### config.mk
export PLATFORM = sky130hd
export DESIGN_NAME = ofs_fim_pcie_ats_tx_arb
export DESIGN_NICKNAME = d
export VERILOG_FILES = /design/src/rtl/ofs_fim_pcie_ats_tx_arb.sv
export SDC_FILE = /design/constraint.sdc
export NUM_CORES = 1
export LEC_CHECK = 0
export ABC_AREA = 1
export CAP_MARGIN = 20
export CORE_AREA = 2 2 701 703
export CTS_CLUSTER_SIZE = 14
export DETAILED_ROUTE_END_ITERATION = 10
export DIE_AREA = 0 0 703 705
export SETUP_SLACK_MARGIN = 0.5
export SYNTH_ARGS = -nofsm -noshare
export SYNTH_HDL_FRONTEND = slang
export SYNTH_SLANG_ARGS = --single-unit
### constraint.sdc
create_clock -name clk -period 49.1 [get_ports clk]
set_input_delay 12.275 -clock clk [delete_from_list [all_inputs] [get_ports clk]]
set_output_delay 12.275 -clock clk [all_outputs]
set_load 0.005 [all_outputs]
### src/rtl/ofs_fim_pcie_ats_tx_arb.sv
// ofs_fim_pcie_ats_tx_arb
// Packet-aware 2:1 scheduler that merges the AFU TX TLP stream with locally
// generated ATS invalidation-completion TLPs onto one TX AXI-S port.
// Arbitration happens only at packet boundaries. Completions get priority,
// but only for CPL_BURST packets in a row while the AFU is waiting. The
// output stage is registered. Completion latency and count telemetry are
// exported to the ATS CSR block.
module ofs_fim_pcie_ats_tx_arb #(
  parameter int TDATA_WIDTH = 512,
  parameter int TUSER_WIDTH = 10,
  parameter int CPL_BURST   = 4,
  parameter int WAIT_CNT_W  = 16
) (
  input  logic                       clk,
  input  logic                       rst_n,
  input  logic                       afu_tvalid,
  output logic                       afu_tready,
  input  logic                       afu_tlast,
  input  logic [TDATA_WIDTH-1:0]     afu_tdata,
  input  logic [TDATA_WIDTH/8-1:0]   afu_tkeep,
  input  logic [TUSER_WIDTH-1:0]     afu_tuser,
  input  logic                       cpl_tvalid,
  output logic                       cpl_tready,
  input  logic                       cpl_tlast,
  input  logic [TDATA_WIDTH-1:0]     cpl_tdata,
  input  logic [TDATA_WIDTH/8-1:0]   cpl_tkeep,
  input  logic [TUSER_WIDTH-1:0]     cpl_tuser,
  output logic                       o_tvalid,
  input  logic                       o_tready,
  output logic                       o_tlast,
  output logic [TDATA_WIDTH-1:0]     o_tdata,
  output logic [TDATA_WIDTH/8-1:0]   o_tkeep,
  output logic [TUSER_WIDTH-1:0]     o_tuser,
  output logic [31:0]                cpl_sent_cnt,
  output logic [WAIT_CNT_W-1:0]      cpl_wait_max
);

  // Burst limit expressed at the width of the run counter (limit <= 255).
  localparam logic [7:0] BURST_MAX = 8'(CPL_BURST);

  typedef enum logic [1:0] {
    ARB      = 2'd0,
    LOCK_AFU = 2'd1,
    LOCK_CPL = 2'd2
  } state_t;

  state_t                   state_r;
  state_t                   state_s;
  logic [7:0]               cpl_run_r;
  logic [WAIT_CNT_W-1:0]    cpl_wait_r;
  logic [WAIT_CNT_W-1:0]    cpl_wait_max_r;
  logic [31:0]              cpl_sent_cnt_r;
  logic                     o_tvalid_r;
  logic                     o_tlast_r;
  logic [TDATA_WIDTH-1:0]   o_tdata_r;
  logic [TDATA_WIDTH/8-1:0] o_tkeep_r;
  logic [TUSER_WIDTH-1:0]   o_tuser_r;
  logic                     adv_s;
  logic                     grant_cpl_s;
  logic                     grant_afu_s;
  logic                     cpl_acc_s;
  logic                     afu_acc_s;

  // The output register may load when it is empty or being drained.
  assign adv_s      = o_tready || !o_tvalid_r;
  assign cpl_tready = adv_s && grant_cpl_s;
  assign afu_tready = adv_s && grant_afu_s;
  assign cpl_acc_s  = cpl_tvalid && cpl_tready;
  assign afu_acc_s  = afu_tvalid && afu_tready;

  assign o_tvalid     = o_tvalid_r;
  assign o_tlast      = o_tlast_r;
  assign o_tdata      = o_tdata_r;
  assign o_tkeep      = o_tkeep_r;
  assign o_tuser      = o_tuser_r;
  assign cpl_sent_cnt = cpl_sent_cnt_r;
  assign cpl_wait_max = cpl_wait_max_r;

  // Select the one source allowed to move a beat this cycle; a locked packet
  // keeps its source even when only the other input is valid.
  always_comb begin
    grant_cpl_s = 1'b0;
    grant_afu_s = 1'b0;
    case (state_r)
      ARB: begin
        if (cpl_tvalid && ((cpl_run_r < BURST_MAX) || !afu_tvalid)) begin
          grant_cpl_s = 1'b1;
        end else if (afu_tvalid) begin
          grant_afu_s = 1'b1;
        end else begin
          grant_cpl_s = 1'b0;
          grant_afu_s = 1'b0;
        end
      end
      LOCK_AFU: grant_afu_s = 1'b1;
      LOCK_CPL: grant_cpl_s = 1'b1;
      default: begin
        grant_cpl_s = 1'b0;
        grant_afu_s = 1'b0;
      end
    endcase
  end

  // Track packet boundaries: lock on a non-final first beat, unlock on tlast.
  always_comb begin
    state_s = state_r;
    case (state_r)
      ARB: begin
        if (cpl_acc_s && !cpl_tlast) begin
          state_s = LOCK_CPL;
        end else if (afu_acc_s && !afu_tlast) begin
          state_s = LOCK_AFU;
        end else begin
          state_s = ARB;
        end
      end
      LOCK_AFU: begin
        if (afu_acc_s && afu_tlast) begin
          state_s = ARB;
        end else begin
          state_s = LOCK_AFU;
        end
      end
      LOCK_CPL: begin
        if (cpl_acc_s && cpl_tlast) begin
          state_s = ARB;
        end else begin
          state_s = LOCK_CPL;
        end
      end
      default: state_s = ARB;
    endcase
  end

  // Packet-boundary state register.
  always_ff @(posedge clk) begin
    if (!rst_n) begin
      state_r <= ARB;
    end else begin
      state_r <= state_s;
    end
  end

  // Count completion packets granted back-to-back while the AFU is waiting;
  // an idle AFU or an AFU packet start restarts the count.
  always_ff @(posedge clk) begin
    if (!rst_n) begin
      cpl_run_r <= 8'd0;
    end else if (adv_s && (state_r == ARB)) begin
      if (!afu_tvalid) begin
        cpl_run_r <= 8'd0;
      end else if (cpl_acc_s) begin
        if (cpl_run_r < BURST_MAX) begin
          cpl_run_r <= cpl_run_r + 8'd1;
        end else begin
          cpl_run_r <= cpl_run_r;
        end
      end else if (afu_acc_s) begin
        cpl_run_r <= 8'd0;
      end else begin
        cpl_run_r <= cpl_run_r;
      end
    end else begin
      cpl_run_r <= cpl_run_r;
    end
  end

  // Registered output stage; fields hold while a beat is stalled.
  always_ff @(posedge clk) begin
    if (!rst_n) begin
      o_tvalid_r <= 1'b0;
    end else if (adv_s) begin
      o_tvalid_r <= cpl_acc_s || afu_acc_s;
      if (cpl_acc_s) begin
        o_tlast_r <= cpl_tlast;
        o_tdata_r <= cpl_tdata;
        o_tkeep_r <= cpl_tkeep;
        o_tuser_r <= cpl_tuser;
      end else if (afu_acc_s) begin
        o_tlast_r <= afu_tlast;
        o_tdata_r <= afu_tdata;
        o_tkeep_r <= afu_tkeep;
        o_tuser_r <= afu_tuser;
      end else begin
        o_tlast_r <= o_tlast_r;
        o_tdata_r <= o_tdata_r;
        o_tkeep_r <= o_tkeep_r;
        o_tuser_r <= o_tuser_r;
      end
    end else begin
      o_tvalid_r <= o_tvalid_r;
    end
  end

  // Completion wait telemetry: current head-beat wait and its worst case,
  // sampled at the packet's first beat before the wait counter clears.
  always_ff @(posedge clk) begin
    if (!rst_n) begin
      cpl_wait_r     <= {WAIT_CNT_W{1'b0}};
      cpl_wait_max_r <= {WAIT_CNT_W{1'b0}};
    end else begin
      if (cpl_acc_s) begin
        cpl_wait_r <= {WAIT_CNT_W{1'b0}};
      end else if (cpl_tvalid && (cpl_wait_r != {WAIT_CNT_W{1'b1}})) begin
        cpl_wait_r <= cpl_wait_r + {{(WAIT_CNT_W-1){1'b0}}, 1'b1};
      end else begin
        cpl_wait_r <= cpl_wait_r;
      end
      if (cpl_acc_s && (state_r == ARB) && (cpl_wait_r > cpl_wait_max_r)) begin
        cpl_wait_max_r <= cpl_wait_r;
      end else begin
        cpl_wait_max_r <= cpl_wait_max_r;
      end
    end
  end

  // Count forwarded completion packets on their final beat; wraps.
  always_ff @(posedge clk) begin
    if (!rst_n) begin
      cpl_sent_cnt_r <= 32'd0;
    end else if (cpl_acc_s && cpl_tlast) begin
      cpl_sent_cnt_r <= cpl_sent_cnt_r + 32'd1;
    end else begin
      cpl_sent_cnt_r <= cpl_sent_cnt_r;
    end
  end

endmodule

==> results.md, run 1 <==
- Synthesized area: between 20000 and 30000 um^2
- Maximum ir drop on the vdd rail: about 0.022 mV
- Critical path launch point type: primary input
- Clock period minus final worst setup slack: around 27 ns
- Wire length reported by the detailed router: a little under 400000 um
- Largest incremental delay on the critical path: ~0.7 ns
- Category of the worst setup path capture point: output pin
- CTS Hold Bufs: 0
- Placed inst area: approximately 55000 um^2
- Share of post-route cells with drive strength above 1: under 10%
- Path type of the worst min-delay path: reg2reg
- Worst-path fanout max: 7
- Post-DRT Antenna Nets: 0
- Power per cell area: 33.6 nW/um^2
- Final cycle utilization of the critical path: 55.1%
- Multi-input combinational cell area: 9150 um^2
- Maximum number of pins on one net before global-route repair: roughly 120
- Number of endpoints failing setup at the final stage: 0
- Mean number of vias per cell: roughly 2.6
- Number of DRC markers in iteration 0: approximately 2200
- Seq cells post-synth: approximately 660
- Number of filler cells placed in the layout: around 56000
- RSZ-0062 raised after global routing: false
- Resized Gates After CTS: 0
- Max-cap viol count: 0
- Number of antenna violations at the first check in global routing: around 270
- GR Util All Layers: 15.3%
- Ordered cell list for the critical path: clkdlybuf4s50_1 > nand2_1 > nand2_1 > nand3_1 > a21oi_1 > clkdlybuf4s50_1
- Top-level I/O count: around 1800
- Mean instance size in the synthesized netlist: 9.29 um^2
- DRC violations left: 0
- Number of distinct library cells after synthesis: 27
- Horizontal die dimension: ~700 um
- Classification of the worst setup path: in2out
- Clk pin slew, worst setup/hold paths: around 0.060 ns
- Final global-route overflow total: 0
- Count of nets after finishing: just over 6000
- Worst path required time: ~37 ns
- Global-route wire length before repair: around 460000 um
- Cell area after layout: around 60000 um^2
- Finished Layout Cells: approximately 12000
- # port buffers: approximately 1800
- Die Height: slightly above 700 um
- CTS tree: built
- Vias in the first global route: approximately 30000
- Placed cell count: approximately 11000
- Count of pins over their slew limit: 0
- Net count after synthesis: ~4400
- Bufs and invs on worst path: 2
- Clock buffers created by TritonCTS: 98
- Number of clock sinks: approximately 660
- Syn Inst Count: 3161
- Setup TNS: 0 ns
- Kind of cell adding the most delay to the critical path: buffers and inverters
- Hold violation total from the final report: 0
- Clock insertion delay at the later pin of the skew report: 0.87 ns
- Total number of vias: slightly above 30000
- Signed area change from the synthesized netlist to the final layout: 99.7%
- Relative slew margins: 24.2%
- Depth of the CTS H-tree: 3
- RePlAce Congestion: 0.951
- First-pass DRT Iterations: 5
- Detail-routed net length per standard cell: around 34 um
- Cell at the root of the clock tree: sky130_fd_sc_hd__clkbuf_16
- Max Buffers Root-to-Sink: 4
- Data arrival time of the critical path: ~15 ns
- Post-CTS Setup Repair Bufs: 0
- Slowest stage cell, crit path: sky130_fd_sc_hd__clkdlybuf4s50_1
- Die Area: 496000 um^2
- Status: complete, no violations
- Cell Rows: between 200 and 300
- Max frequency: 37.0 MHz
- Setup clock skew after layout: 0.0605 ns
- Register area: 19100 um^2
- Register area share after synthesis: between 60% and 70%
- DP Wirelength: ~360000 um
- Core region area: slightly below 500000 um^2
- Total number of yosys warnings: 0
- Transition time at the pin with the least slew margin: ~1.1 ns
- Initial Util: 6.01%
- Static Leakage: 20.9 nW
==> logic make-up (layout without fill, tap and decap cells) <==
logic type	Yosys count	in the layout	share of synthesized area [%]
buffers and inverters	215	2088	3.73
XOR/XNOR	28	28	0.835
flip-flops	662	662	65.2
other	0	140	0
AO/OA/AOI/OAI	86	86	1.49
multiplexers	1	1	0.0341
adder cells (fa/ha/maj)	19	19	0.810
AND/OR/NAND/NOR	2150	2150	28.0
==> sequential cells by signal (all words and copies together), names as in the netlist <==
| register | flops |
|---|---|
| cpl_run_r | 8 |
| cpl_sent_cnt | 32 |
| cpl_wait_max | 16 |
| cpl_wait_r | 16 |
| o_tdata | 512 |
| o_tkeep | 64 |
| o_tlast | 1 |
| o_tuser | 10 |
| o_tvalid | 1 |
| state_r | 2 |
==> cells in the mapped netlist, drive strengths merged <==
| cell type | count | area, um^2 |
|---|---|---|
| nand4 | 8 | 50.1 |
| ha | 19 | 238 |
| nand3 | 40 | 205 |
| o21a | 1 | 7.51 |
| nand3b | 6 | 45.0 |
| a21oi | 72 | 360 |
| edfxtp | 587 | 17600 |
| inv | 63 | 236 |
| a41oi | 1 | 8.76 |
| clkbuf | 35 | 131 |
| dfxtp | 75 | 1500 |
| xnor2 | 7 | 61.3 |
| nand2 | 1980 | 7440 |
| mux2i | 1 | 10.0 |
| nor3 | 16 | 85.1 |
| nor3b | 2 | 15.0 |
| nor2 | 98 | 368 |
| xor2 | 21 | 184 |
| buf | 117 | 726 |
| o21ai | 12 | 60.1 |
==> path summary, 6_finish.rpt <==
path                                   from                         to  slack [ns]  cells past startpoint
setup / recovery                 afu_tvalid                 afu_tready       22.06                      6
hold / removal    cpl_run_r[5]$_SDFFE_PN0P_  cpl_run_r[5]$_SDFFE_PN0P_        0.44                      2
setup reg to reg  cpl_run_r[2]$_SDFFE_PN0P_     o_tdata[267]$_DFFE_PP_       43.58                     13
hold reg to reg   cpl_run_r[5]$_SDFFE_PN0P_  cpl_run_r[5]$_SDFFE_PN0P_        0.44                      2
==> worst min-delay path: cells and delay by family, from the launching register on <==
family	cells	cell delay, ns
AND/OR/NAND/NOR	2	0.09
flip-flops	1	0.31
==> cells in the final DEF, fill, tap and decap left out, drive strengths merged, types with 19 or more instances in the layout <==
master	count
a21oi	72
buf	53
clkbuf	114
clkdlybuf4s50	1794
clkinv	37
dfxtp	75
diode	140
edfxtp	587
ha	19
inv	73
nand2	1980
nand3	40
nor2	98
xor2	21
==> metal layers <==
metal | share of wire (%) | vias up | routed length (um) | global-route usage [%]
met5 | 0.17 | - | 672 | 0
met4 | 4.5 | 98 | 17900 | 5.56
met3 | 17 | 672 | 67800 | 11.8
met2 | 44 | 1829 | 175000 | 24.3
met1 | 34 | 14200 | 135000 | 15.2
li1 | - | 13900 | - | -
==> where the power goes <==
group	switching, W	leakage (nW)	internal (W)
logic	0.000315	13.3	0.000202
clock network	0.000318	1.59	0.000434
registers	0.0000186	6.06	0.000681
total	0.000652	20.9	0.00132
==> cell type report <==
cell class | instances | share of cell area [%]
clock buffer | 114 | 4.32
timing repair buffer | 1847 | 31.4
antenna | 140 | 0.597
sequential | 662 | 32.6
inverter | 63 | 0.429
multi-input combinational | 2284 | 15.6
tap | 6475 | 13.8
clock inverter | 64 | 1.21
==> stage by stage <==
stage / util, % / power [W] / hold WS (ns) / worst slack (ns)
after floorplan: - / 0.000881 / 0.419 / 23.70
after global placement: 11.3 / 0.00123 / 0.427 / 21.87
after detailed placement: 11.3 / 0.00123 / 0.430 / 21.96
after CTS: 11.9 / 0.00200 / 0.441 / 21.95
after global routing: 12.0 / 0.00205 / 0.460 / 21.95
final: 12.0 / 0.00197 / 0.437 / 22.06
Power figures use the tool's default switching activity.
==> run 2: changes to the inputs <==
--- a/config.mk
+++ b/config.mk
@@ -7,10 +7,10 @@
 export LEC_CHECK = 0
 export ABC_AREA = 1
 export CAP_MARGIN = 20
-export CORE_AREA = 2 2 701 703
+export CORE_AREA = 2 2 717 719
 export CTS_CLUSTER_SIZE = 14
 export DETAILED_ROUTE_END_ITERATION = 10
-export DIE_AREA = 0 0 703 705
+export DIE_AREA = 0 0 719 721
 export SETUP_SLACK_MARGIN = 0.5
 export SYNTH_ARGS = -nofsm -noshare
 export SYNTH_HDL_FRONTEND = slang
==> constraint.sdc (replaced) <==
create_clock -name clk -period 23.8 [get_ports clk]
set_input_delay 5.95 -clock clk [delete_from_list [all_inputs] [get_ports clk]]
set_output_delay 5.95 -clock clk [all_outputs]
set_load 0.005 [all_outputs]
==> results.md, run 2 (synthesis gave the netlist of run 1 again) <==
- Status: complete, no violations
- Signed area change from the synthesized netlist to the final layout: 101%
- RSZ-0062 raised after global routing: false
- Routing usage on met3: about a tenth
- Die Area: about 520000 um^2
- Resized Gates After CTS: 0
- Max-cap viol count: 0
- Data arrival time of the critical path: 8.37 ns
- Number of DRC markers in iteration 0: roughly 2500
- Number of antenna violations at the first check in global routing: 271
- Max Buffers Root-to-Sink: 4
- Share of post-route cells with drive strength above 1: between 4 and 5%
- Maximum ir drop on the vdd rail: about 0.054 mV
- Worst-path fanout max: 7
- # port buffers: approximately 1800
- Mean number of vias per cell: between 2 and 3
- Wire length reported by the detailed router: approximately 420000 um
- CTS Hold Bufs: 0
- Transition time at the pin with the least slew margin: between 1 and 1.5 ns
- Post-CTS Setup Repair Bufs: 0
- Clock period minus final worst setup slack: 14.32 ns
- Relative slew margins: a little under a quarter
- Global routing's busiest layer: met2
- Post-DRT Antenna Nets: 0
- Worst path required time: ~18 ns
- Commonest cells after routing, fill and taps aside: sky130_fd_sc_hd__nand2_1 (1978), sky130_fd_sc_hd__clkdlybuf4s50_1 (1789), sky130_fd_sc_hd__edfxtp_1 (587), sky130_fd_sc_hd__nor2_1 (97), sky130_fd_sc_hd__clkbuf_16 (97)
- Placed cell count: around 12000
- Vias in the first global route: 29700
- Count of pins over their slew limit: 0
- Category of the worst setup path capture point: output pin
- Horizontal die dimension: around 720 um
- Clk pin slew, worst setup/hold paths: roughly 0.05 ns
- First-pass DRT Iterations: 5
- Setup TNS: 0 ns
- Path type of the worst min-delay path: reg2reg
- Static Leakage: around 21 nW
- Global-route track usage on met1: 15.2%
- Hold violation total from the final report: 0
- Global-route wire length before repair: 482000 um
- Depth of the CTS H-tree: 3
- Count of nets after finishing: about 6000
- Initial Util: between 5 and 6%
- Flip-flop count of the largest register, all copies and words added: between 500 and 600
- Total number of vias: about 31000
- GR Util All Layers: 15.5%
- Classification of the worst setup path: in2out
- Commonest non-fill, non-tap cell in the layout: sky130_fd_sc_hd__nand2_1
- Critical path launch point type: primary input
- Max frequency: roughly 70 MHz
- Number of endpoints failing setup at the final stage: 0
- Setup clock skew after layout: ~0.066 ns
- DP Wirelength: 380000 um
- Top-level I/O count: between 1500 and 2000
- RePlAce Congestion: between 0.9 and 1
- Power per cell area: a little under 70 nW/um^2
- Utilization of the core after routing: 11.6%
- Maximum number of pins on one net before global-route repair: between 90 and 100
- Final cycle utilization of the critical path: 60.2%
- Detail-routed net length per standard cell: roughly 35 um
- CTS tree: built
- Clock insertion delay at the later pin of the skew report: 0.85 ns
- Number of filler cells placed in the layout: between 50000 and 60000
- DRC violations left: 0
- Total power: approximately 0.004 W
- Cell at the root of the clock tree: sky130_fd_sc_hd__clkbuf_16
- Clock buffers created by TritonCTS: 97
- Final global-route overflow total: 0
- Core region area: slightly above 500000 um^2
- Global-route met2 utilization: 26.0%
- Cell Rows: ~260
- Finished Layout Cells: between 10000 and 15000
- Number of clock sinks: ~660
- Die Height: 721 um
run 2: cell type report:
class | instances | area [um^2] | area share, %
Inverter | 63 | 251 | 0.425
Timing Repair Buffer | 1847 | 18400 | 31.0
Antenna cell | 257 | 643 | 1.09
Multi-Input combinational cell | 2284 | 9150 | 15.5
Clock buffer | 106 | 2470 | 4.18
Sequential cell | 662 | 19100 | 32.3
Tap cell | 6757 | 8450 | 14.3
Clock inverter | 66 | 699 | 1.18
run 2: power breakdown:
part / leakage, nW / internal (W) / switching [W]
clock network: 1.53 / 0.000863 / 0.000649
logic: 13.3 / 0.000401 / 0.000659
registers: 6.06 / 0.00140 / 0.0000440
total: 20.9 / 0.00267 / 0.00135
run 2: routing by layer:
metal | part of all wire [%] | routed length, um
met1 | 34 | 143000
met2 | 47 | 197000
met3 | 14 | 59000
met4 | 4.7 | 19800
met5 | 0.11 | 453
run 2: worst paths after layout:
kind	startpoint	end	slack, ns	depth (start not counted)
setup / recovery	afu_tvalid	afu_tready	9.48	6
hold / removal	cpl_run_r[3]$_SDFFE_PN0P_	cpl_run_r[3]$_SDFFE_PN0P_	0.44	2
setup reg to reg	cpl_run_r[2]$_SDFFE_PN0P_	o_tdata[266]$_DFFE_PP_	18.29	13
hold reg to reg	cpl_run_r[3]$_SDFFE_PN0P_	cpl_run_r[3]$_SDFFE_PN0P_	0.44	2
run 2: critical path: stages:
cell                              delay [ns]
sky130_fd_sc_hd__clkdlybuf4s50_1        0.74
sky130_fd_sc_hd__nand2_1                0.14
sky130_fd_sc_hd__nand2_1                0.15
sky130_fd_sc_hd__nand3_1                0.13
sky130_fd_sc_hd__a21oi_1                0.59
sky130_fd_sc_hd__clkdlybuf4s50_1        0.65
run 2: metrics by stage:
step                hold WS [ns]  setup slack (ns)  area (um^2)
global placement           0.428              9.23        55300
CTS                        0.438              9.28        58500
finish                     0.439              9.48        59200
detailed placement         0.429              9.30        55300
floorplan                  0.419              4.73        29400
global route               0.456              9.24        58700
